==> src/rtl/fifo_pop_arbiter.sv <==
`timescale 1ns/1ps
// Round-robin pop scheduler sharing one pipelined FIFO between NUM_REQ requesters, with response tagging and flush/drain.
// Optional FIFO_POP_ARB_STATS_EN builds saturating per-requester grant counters read through stat_sel/stat_cnt.
module fifo_pop_arbiter #(
  parameter int NUM_REQ    = 4,
  parameter int FIFO_WIDTH = 11,
  parameter int PIPE_LAT   = 3,
  localparam int ID_W      = $clog2(NUM_REQ)
) (
  input  logic                  clk,
  input  logic                  rst,
  input  logic                  en,
  input  logic                  flush,
  input  logic [NUM_REQ-1:0]    req,
  output logic [NUM_REQ-1:0]    gnt,
  input  logic                  fifo_empty,
  output logic                  fifo_pop,
  input  logic [FIFO_WIDTH-1:0] fifo_pop_data,
  output logic                  rsp_valid,
  output logic [ID_W-1:0]       rsp_id,
  output logic [FIFO_WIDTH-1:0] rsp_data,
  output logic                  flush_done,
  output logic                  busy,
  input  logic [ID_W-1:0]       stat_sel,
  output logic [15:0]           stat_cnt
);

  typedef enum logic [1:0] {S_IDLE, S_RUN, S_DRAIN} state_t;

  state_t              state_q, state_d;
  logic [ID_W-1:0]     rr_ptr_q, rr_ptr_d;
  logic [ID_W-1:0]     winner;
  logic [ID_W:0]       idx;
  logic                found;
  logic                grant_ok;
  logic [PIPE_LAT-1:0] vld_q;
  logic [ID_W-1:0]     id_q [PIPE_LAT];

  // First asserted request at or above the pointer, wrapping at NUM_REQ.
  always_comb begin
    found  = 1'b0;
    winner = '0;
    idx    = '0;
    for (int i = 0; i < NUM_REQ; i++) begin
      idx = {1'b0, rr_ptr_q} + (ID_W+1)'(i);
      if (idx >= (ID_W+1)'(NUM_REQ)) idx = idx - (ID_W+1)'(NUM_REQ);
      if (!found && req[idx[ID_W-1:0]]) begin
        found  = 1'b1;
        winner = idx[ID_W-1:0];
      end
    end
  end

  always_comb begin
    grant_ok = (state_q == S_RUN) && en && !flush && !fifo_empty && found;
    gnt      = '0;
    rr_ptr_d = rr_ptr_q;
    if (grant_ok) begin
      gnt[winner] = 1'b1;
      rr_ptr_d    = (winner == ID_W'(NUM_REQ-1)) ? '0 : winner + 1'b1;
    end
    fifo_pop = grant_ok;
  end

  always_comb begin
    state_d    = state_q;
    flush_done = 1'b0;
    case (state_q)
      S_IDLE: begin
        if (flush)   state_d = S_DRAIN;
        else if (en) state_d = S_RUN;
      end
      S_RUN: begin
        if (flush)    state_d = S_DRAIN;
        else if (!en) state_d = S_IDLE;
      end
      S_DRAIN: begin
        // A flush arriving here is absorbed; completion only waits for the pipeline to empty.
        if (!busy) begin
          flush_done = 1'b1;
          state_d    = en ? S_RUN : S_IDLE;
        end
      end
      default: state_d = S_IDLE;
    endcase
  end

  always_ff @(posedge clk or posedge rst) begin
    if (rst) begin
      state_q  <= S_IDLE;
      rr_ptr_q <= '0;
    end else begin
      state_q  <= state_d;
      rr_ptr_q <= rr_ptr_d;
    end
  end

  // Tag pipeline mirrors the FIFO's post-pop latency so each word returns with its requester ID.
  always_ff @(posedge clk or posedge rst) begin
    if (rst) begin
      vld_q <= '0;
      for (int i = 0; i < PIPE_LAT; i++) id_q[i] <= '0;
    end else begin
      vld_q[0] <= fifo_pop;
      id_q[0]  <= fifo_pop ? winner : '0;
      for (int i = 1; i < PIPE_LAT; i++) begin
        vld_q[i] <= vld_q[i-1];
        id_q[i]  <= id_q[i-1];
      end
    end
  end

  assign busy      = |vld_q;
  assign rsp_valid = vld_q[PIPE_LAT-1];
  assign rsp_id    = id_q[PIPE_LAT-1];
  assign rsp_data  = fifo_pop_data;

`ifdef FIFO_POP_ARB_STATS_EN
  logic [15:0] cnt_q [NUM_REQ];
  logic [15:0] stat_cnt_q;

  always_ff @(posedge clk or posedge rst) begin
    if (rst) begin
      for (int i = 0; i < NUM_REQ; i++) cnt_q[i] <= '0;
      stat_cnt_q <= '0;
    end else begin
      for (int i = 0; i < NUM_REQ; i++) begin
        if (flush_done)                         cnt_q[i] <= '0;
        else if (gnt[i] && cnt_q[i] != 16'hFFFF) cnt_q[i] <= cnt_q[i] + 16'd1;
      end
      stat_cnt_q <= (int'(stat_sel) < NUM_REQ) ? cnt_q[stat_sel] : '0;
    end
  end

  assign stat_cnt = stat_cnt_q;
`else
  logic unused_stat_sel;
  assign unused_stat_sel = ^stat_sel;
  assign stat_cnt        = '0;
`endif

endmodule

==> config.mk <==
export PLATFORM = sky130hd
export DESIGN_NAME = fifo_pop_arbiter
export DESIGN_NICKNAME = d
export VERILOG_FILES = /design/src/rtl/fifo_pop_arbiter.sv
export SDC_FILE = /design/constraint.sdc
export NUM_CORES = 1
export LEC_CHECK = 0
export BUFFER_PORTS_ARGS = -buffer_cell sky130_fd_sc_hd__buf_2
export CORE_MARGIN = 3
export CORE_UTILIZATION = 43
export DETAILED_ROUTE_END_ITERATION = 6
export PLACE_DENSITY = 0.86
export SLEW_MARGIN = 20
export SYNTH_ARGS = -nofsm -noshare
export SYNTH_HDL_FRONTEND = slang
export SYNTH_SLANG_ARGS = --single-unit
==> constraint.sdc <==
create_clock -name clk -period 4.2 [get_ports clk]
set_input_delay 1.05 -clock clk [delete_from_list [all_inputs] [get_ports clk]]
set_output_delay 1.05 -clock clk [all_outputs]
set_load 0.02 [all_outputs]
==> metrics.txt, run 1 <==
outcome=complete, no violations; Hold-fix buffers, CTS=0; share of layout cells above drive strength 1=32.6%; placed insts=110; R2R Path End=rr_ptr_q[1]; CTS tree=done; Final Setup Violations=0; Max Root-Sink Buffers=2; critical path's largest stage delay=0.31 ns; Final period util=81.2%; DP Area=801 um2; pin count of the biggest net entering global routing=14; Slowest-stage cell, CP=a211o_1; Pwr Density=377 nW/um2; die area=2520 um2; sequential cell fraction of total power=48.7%; Finished Layout Cells=114; most used cell along the critical path=buf_2; hold wc startpoint=id_q[3]; RePlAce Congestion=0.704; Port Buffers=18; first-pass iteration count of the detailed router=3; Routed WL=1150 um; Synth Area in Compound Gates=8.93%; # IOs=59; xor/xnor share of the synthesized area=0%; R2R depth=6; Die Ht=50.2 um; crit path cell chain=buf_2 -> nand2b_1 -> a211o_1 -> o21ai_1 -> inv_1 -> ha_1 -> and2_2 -> buf_2; initial drt markers=4; worst hold slack=0.349 ns; Sw Ratio=32.6%; worst vdd ir=199 uV; CTS Sinks=13; Crit path max-delay family=compound AO/OA/AOI/OAI gates; Setup WS post-layout=0.788 ns; WP data arrival=2.36 ns; clk slew on worst S/H paths=0.07 ns; leak pwr=0.473 nW; first-pass GRT wire length=1970 um; per-cell routed wire length=10.1 um; type of the tightest min-delay check=reg -> reg; number of nets in the layout=116; P_int=0.210 mW; combinational power share=28.9%; Max H-tree Level=1; aggregate global routing overflow=0; Synth Area in Simple Gates=14.4%; Core Util, Final=46.4%; detailed-route via count=483; Die W=50.2 um; Routed Antenna Nets=0; Syn. warnings=0; adder-cell area share of the yosys netlist=5.95%; antenna violations before repair=0; max cap viols=0; clock power share=22.4%; R2R Setup Slk=2.43 ns; unrepaired setup endpoints after global routing=no; drt drc=0; Via density=4.24; sw power=0.102 mW; Initial Utilization=47.2%; CP required=3.15 ns; CP endpoint kind=output pin; vias in the first global route=470; HPWL after DPL=963 um; Setup TNS=0 ns; post-CTS setup buffer count=0; CTS Root Cell=clkbuf_4; Clk Latency, worst-skew pair=0.26 ns; post-synthesis sequential area ratio=38.7%; Max Slew Vio Count=0; Area Growth Syn to Fin=-1.64%; CP max FO=5; FF-to-FF Start=rr_ptr_q[0]; CP Launch Type=primary input; Core Region=1780 um2; Syn Area/Cell=10.4 um2; CP Buf/Inv Count=3; CTS buffer count=3; Rows=15; Endpoint, Worst Hold=rsp_id[1]; cell depth of the worst hold path=0; Max Fclk=0.293 GHz; largest family of logic cells by synthesized area=buffers and inverters; Design Area, Final=827 um2; synthesized area=841 um2; ANT cells=0; Final Hold Fails=0; Netlist cell types=25; Pwr Total=0.312 mW; number of gates resized after cts=0; Final min period=3.41 ns; multiplexer share of the synthesized area=2.98%; Clock Skew=0.00127 ns; Synth Instances=81; crit path kind=in -> out; Yosys reg bits=13; total track usage=10.3%; worst slack, placed=0.787 ns
==> cell families after synthesis <==
logic type / Yosys count
buffers and inverters: 35
and+or+nand+nor: 18
DFF: 13
AOI/OAI and AO/OA: 8
adders and majority gates: 4
muxes: 2
other: 1
==> cells in the final DEF, fill, tap and decap left out <==
master	count
a211o_1	1
dfrtp_1	13
nand2b_1	1
o21a_1	1
o22a_1	1
and2_1	1
o21ai_1	1
nand4_4	1
nand2_1	2
conb_1	16
nor3_1	1
clkbuf_4	3
a21boi_1	1
nor3b_1	2
clkbuf_1	1
mux2i_1	1
o221ai_2	1
or2b_1	1
and2_2	3
o22ai_1	1
a21oi_4	1
nor2_4	1
ha_1	4
inv_1	6
mux2_4	1
buf_2	18
nor2_1	5
==> sequential cells by signal, indices dropped and copies added (netlist names) <==
| name | count |
|---|---|
| id_q | 4 |
| vld_q | 3 |
| rr_ptr_q | 2 |
| rsp_id | 2 |
| state_q | 2 |
==> worst max-delay path by stage <==
| stage | cells past startpoint | endpoint | from |
|---|---|---|---|
| after detailed placement | 8 | gnt[2] | req[3] |
| final | 8 | gnt[3] | req[3] |
| after floorplan | 6 | gnt[2] | req[3] |
| after global routing | 8 | gnt[2] | req[3] |
| after CTS | 8 | gnt[3] | req[3] |
| after global placement | 8 | gnt[3] | req[3] |
==> synthesized netlist by cell type (all sizes together) <==
library cell / count / share of area, %
o21a: 1 / 0.89
nor3: 1 / 0.59
dfrtp: 13 / 39
and2: 4 / 3.4
nor2: 6 / 3.6
inv: 6 / 2.7
nand2: 2 / 0.89
nor3b: 2 / 1.8
mux2: 1 / 1.8
ha: 4 / 6.0
conb: 1 / 0.45
a211o: 1 / 1.0
mux2i: 1 / 1.2
o21ai: 1 / 0.59
nand2b: 1 / 0.74
nand4: 1 / 2.5
o22a: 1 / 1.0
or2b: 1 / 0.89
o221ai: 1 / 1.8
a21oi: 1 / 1.9
a21boi: 1 / 0.89
o22ai: 1 / 0.74
buf: 29 / 26
==> layer usage <==
layer / global-route usage, % / wire length (um) / up-vias
li1: - / - / 234
met1: 11.1 / 462 / 225
met2: 17.4 / 585 / 22
met3: 4.75 / 95 / 2
met4: 3.69 / 7 / 0
met5: 0 / 0 / -
==> final cells by class <==
type	count	area [um2]
well taps	25	31.3
flip-flops and latches	13	325
fillers	182	956
repair buffers	18	90.1
clock buffers	4	26.3
multi-input cells	48	332
inverters	6	22.5
==> power groups by stage <==
stage,combinational (mW),sequential (mW),clock (mW)
6_report,0.0902,0.152,0.0700
5_1_grt,0.103,0.155,0.0788
4_1_cts,0.0910,0.152,0.0743
3_5_place_dp,0.0903,0.154,0
3_3_place_gp,0.0867,0.153,0
2_1_floorplan,0.0996,0.150,0
No activity file was read; power rests on OpenSTA's default activity.
==> inputs of run 2 (changes only) <==
CORE_UTILIZATION = 40   (was 43)
PLACE_DENSITY = 0.81   (was 0.86)
clock period = 3.28 ns   (was 4.2 ns; I/O delays follow)
==> run 2 against run 1 <==
Net effect: via count down 1.0%; sequential power up 28%; clock skew up 0.0029 ns; routed wire length unchanged; final cell count unchanged; clock power up 35%; combinational power up 29%; count of clock-buffer cells in the layout down 1; setup slack worse by 0.46 ns; critical path depth unchanged; final area up 0.15%; critical endpoint is now gnt[2]; highest routed layer unchanged.
==> metrics.txt, run 2 (same netlist as run 1, synthesis figures left out) <==
outcome=complete, no violations (unchanged); RePlAce Congestion=0.664 (was 0.704); antenna violations before repair=0 (unchanged); die area=2690 um2 (was 2520 um2); HPWL after DPL=920 um (was 963 um); R2R Path End=rr_ptr_q[1] (unchanged); type of the tightest min-delay check=reg -> reg (unchanged); unrepaired setup endpoints after global routing=no (unchanged); Rows=15 (unchanged); CTS tree=done (unchanged); # IOs=59 (unchanged); worst vdd ir=180 uV (was 199 uV); initial drt markers=16 (was 4); cell depth of the worst hold path=0 (unchanged); Max Fclk=0.339 GHz; Endpoint, Worst Hold=rsp_id[1] (unchanged); Die Ht=51.8 um (was 50.2 um); DP Area=801 um2 (unchanged); Routed Antenna Nets=0 (unchanged); Design Area, Final=828 um2 (was 827 um2); leak pwr=0.475 nW (was 0.473 nW); Final period util=90.0%; Clk Latency, worst-skew pair=0.27 ns (was 0.26 ns); pin count of the biggest net entering global routing=14 (unchanged); CP required=2.46 ns (was 3.15 ns); first-pass iteration count of the detailed router=3 (unchanged); ANT cells=0 (unchanged); number of gates resized after cts=0 (unchanged); Max H-tree Level=1 (unchanged); Core Region=1860 um2 (was 1780 um2); crit path cell chain=buf_2 -> nand2b_1 -> a211o_1 -> o21ai_1 -> inv_1 -> ha_1 -> and2_2 -> buf_2 (unchanged); most used cell along the critical path=buf_2 (unchanged); Core Util, Final=44.6% (was 46.4%); R2R Setup Slk=1.51 ns (was 2.43 ns); Via density=4.19 (was 4.24); Routed WL=1150 um (unchanged); Final Hold Fails=0 (unchanged); most frequent cells in the layout=buf_2 (18), conb_1 (16), dfrtp_1 (13) (unchanged); Max Slew Vio Count=0 (unchanged); Max Root-Sink Buffers=2 (unchanged); CTS buffer count=3 (unchanged); CP Launch Type=primary input (unchanged); critical path's largest stage delay=0.30 ns (was 0.31 ns); number of nets in the layout=116 (unchanged); Slowest-stage cell, CP=a211o_1 (unchanged); Pwr Density=489 nW/um2 (was 377 nW/um2); first-pass GRT wire length=1740 um (was 1970 um); aggregate global routing overflow=0 (unchanged); share of layout cells above drive strength 1=33.7% (was 32.6%); max cap viols=0 (unchanged); post-CTS setup buffer count=0 (unchanged); Setup TNS=0 ns (unchanged); CTS Root Cell=clkbuf_4 (unchanged); total track usage=9.52% (was 10.3%); Initial Utilization=45.3% (was 47.2%); Die W=51.8 um (was 50.2 um); Top reg by flops=id_q (unchanged); FF-to-FF Start=rr_ptr_q[0] (unchanged); Final min period=2.95 ns; Area Growth Syn to Fin=-1.49% (was -1.64%); CP endpoint kind=output pin (unchanged); drt drc=0 (unchanged); detailed-route via count=478 (was 483); clk slew on worst S/H paths=0.08 ns (was 0.07 ns); biggest regs=id_q x4, vld_q x3 (unchanged); Largest register FFs=4 (unchanged); Final Setup Violations=0 (unchanged); Port Buffers=18 (unchanged); crit path kind=in -> out (unchanged); R2R depth=6 (unchanged); commonest non-fill, non-tap cell in the layout=buf_2 (unchanged); Clock Skew=0.00413 ns (was 0.00127 ns); CTS Sinks=13 (unchanged); vias in the first global route=384 (was 470); Hold-fix buffers, CTS=0 (unchanged); hold wc startpoint=id_q[3] (unchanged); CP max FO=5 (unchanged); WP data arrival=2.13 ns (was 2.36 ns); per-cell routed wire length=10.1 um (unchanged)
==> run 2: cell count changes in the layout (fill, tap and decap cells not counted) <==
cell,delta
clkbuf_1,-1
clkinv_2,+1
==> run 2: worst max-delay path by stage <==
stage / endpoint / cells after the start / slack [ns] / from
6_report: gnt[2] / 8 / 0.33 / req[3]
5_1_grt: gnt[2] / 8 / 0.24 / req[3]
4_1_cts: gnt[2] / 8 / 0.32 / req[3]
3_5_place_dp: gnt[3] / 8 / 0.33 / req[3]
3_3_place_gp: gnt[3] / 8 / 0.37 / req[3]
2_1_floorplan: gnt[2] / 6 / 0.66 / req[3]
==> run 2: area by class of cell <==
| class | count | area [um2] |
|---|---|---|
| fillers | 195 | 1030 |
| well taps | 25 | 31.3 |
| multi-input cells | 48 | 332 |
| flip-flops and latches | 13 | 325 |
| clock buffers | 3 | 22.5 |
| repair buffers | 18 | 90.1 |
| inverters | 6 | 22.5 |
| clock inverters | 1 | 5.00 |
==> run 2: layer usage <==
metal / GRT usage (%) / vias up / part of all wire [%]
met5: 0 / - / 0
met3: 3.72 / 3 / 13
met1: 13.0 / 217 / 41
met4: 8.30 / 0 / 2.5
li1: - / 227 / -
met2: 11.1 / 31 / 43
==> run 2: where the power goes <==
part	switching, mW	internal (mW)
clock network	0.0496	0.0452
logic	0.0671	0.0491
registers	0.0204	0.174
total	0.137	0.268
==> run 2: worst max-delay path, delay by kind of cell <==
kind / cells / cell delay, ns
AO/OA/AOI/OAI: 2 / 0.45
adder cells (fa/ha/maj): 1 / 0.18
buffers and inverters: 3 / 0.37
AND/OR/NAND/NOR: 2 / 0.30
==> run 2: metrics by stage <==
step	setup WS (ns)	hold WS, ns	power, mW	instances
2_1_floorplan	0.665	0.331	0.320	96
3_3_place_gp	0.369	0.331	0.307	110
3_5_place_dp	0.327	0.337	0.314	110
4_1_cts	0.315	0.351	0.413	114
5_1_grt	0.235	0.369	0.441	114
6_report	0.329	0.346	0.405	114
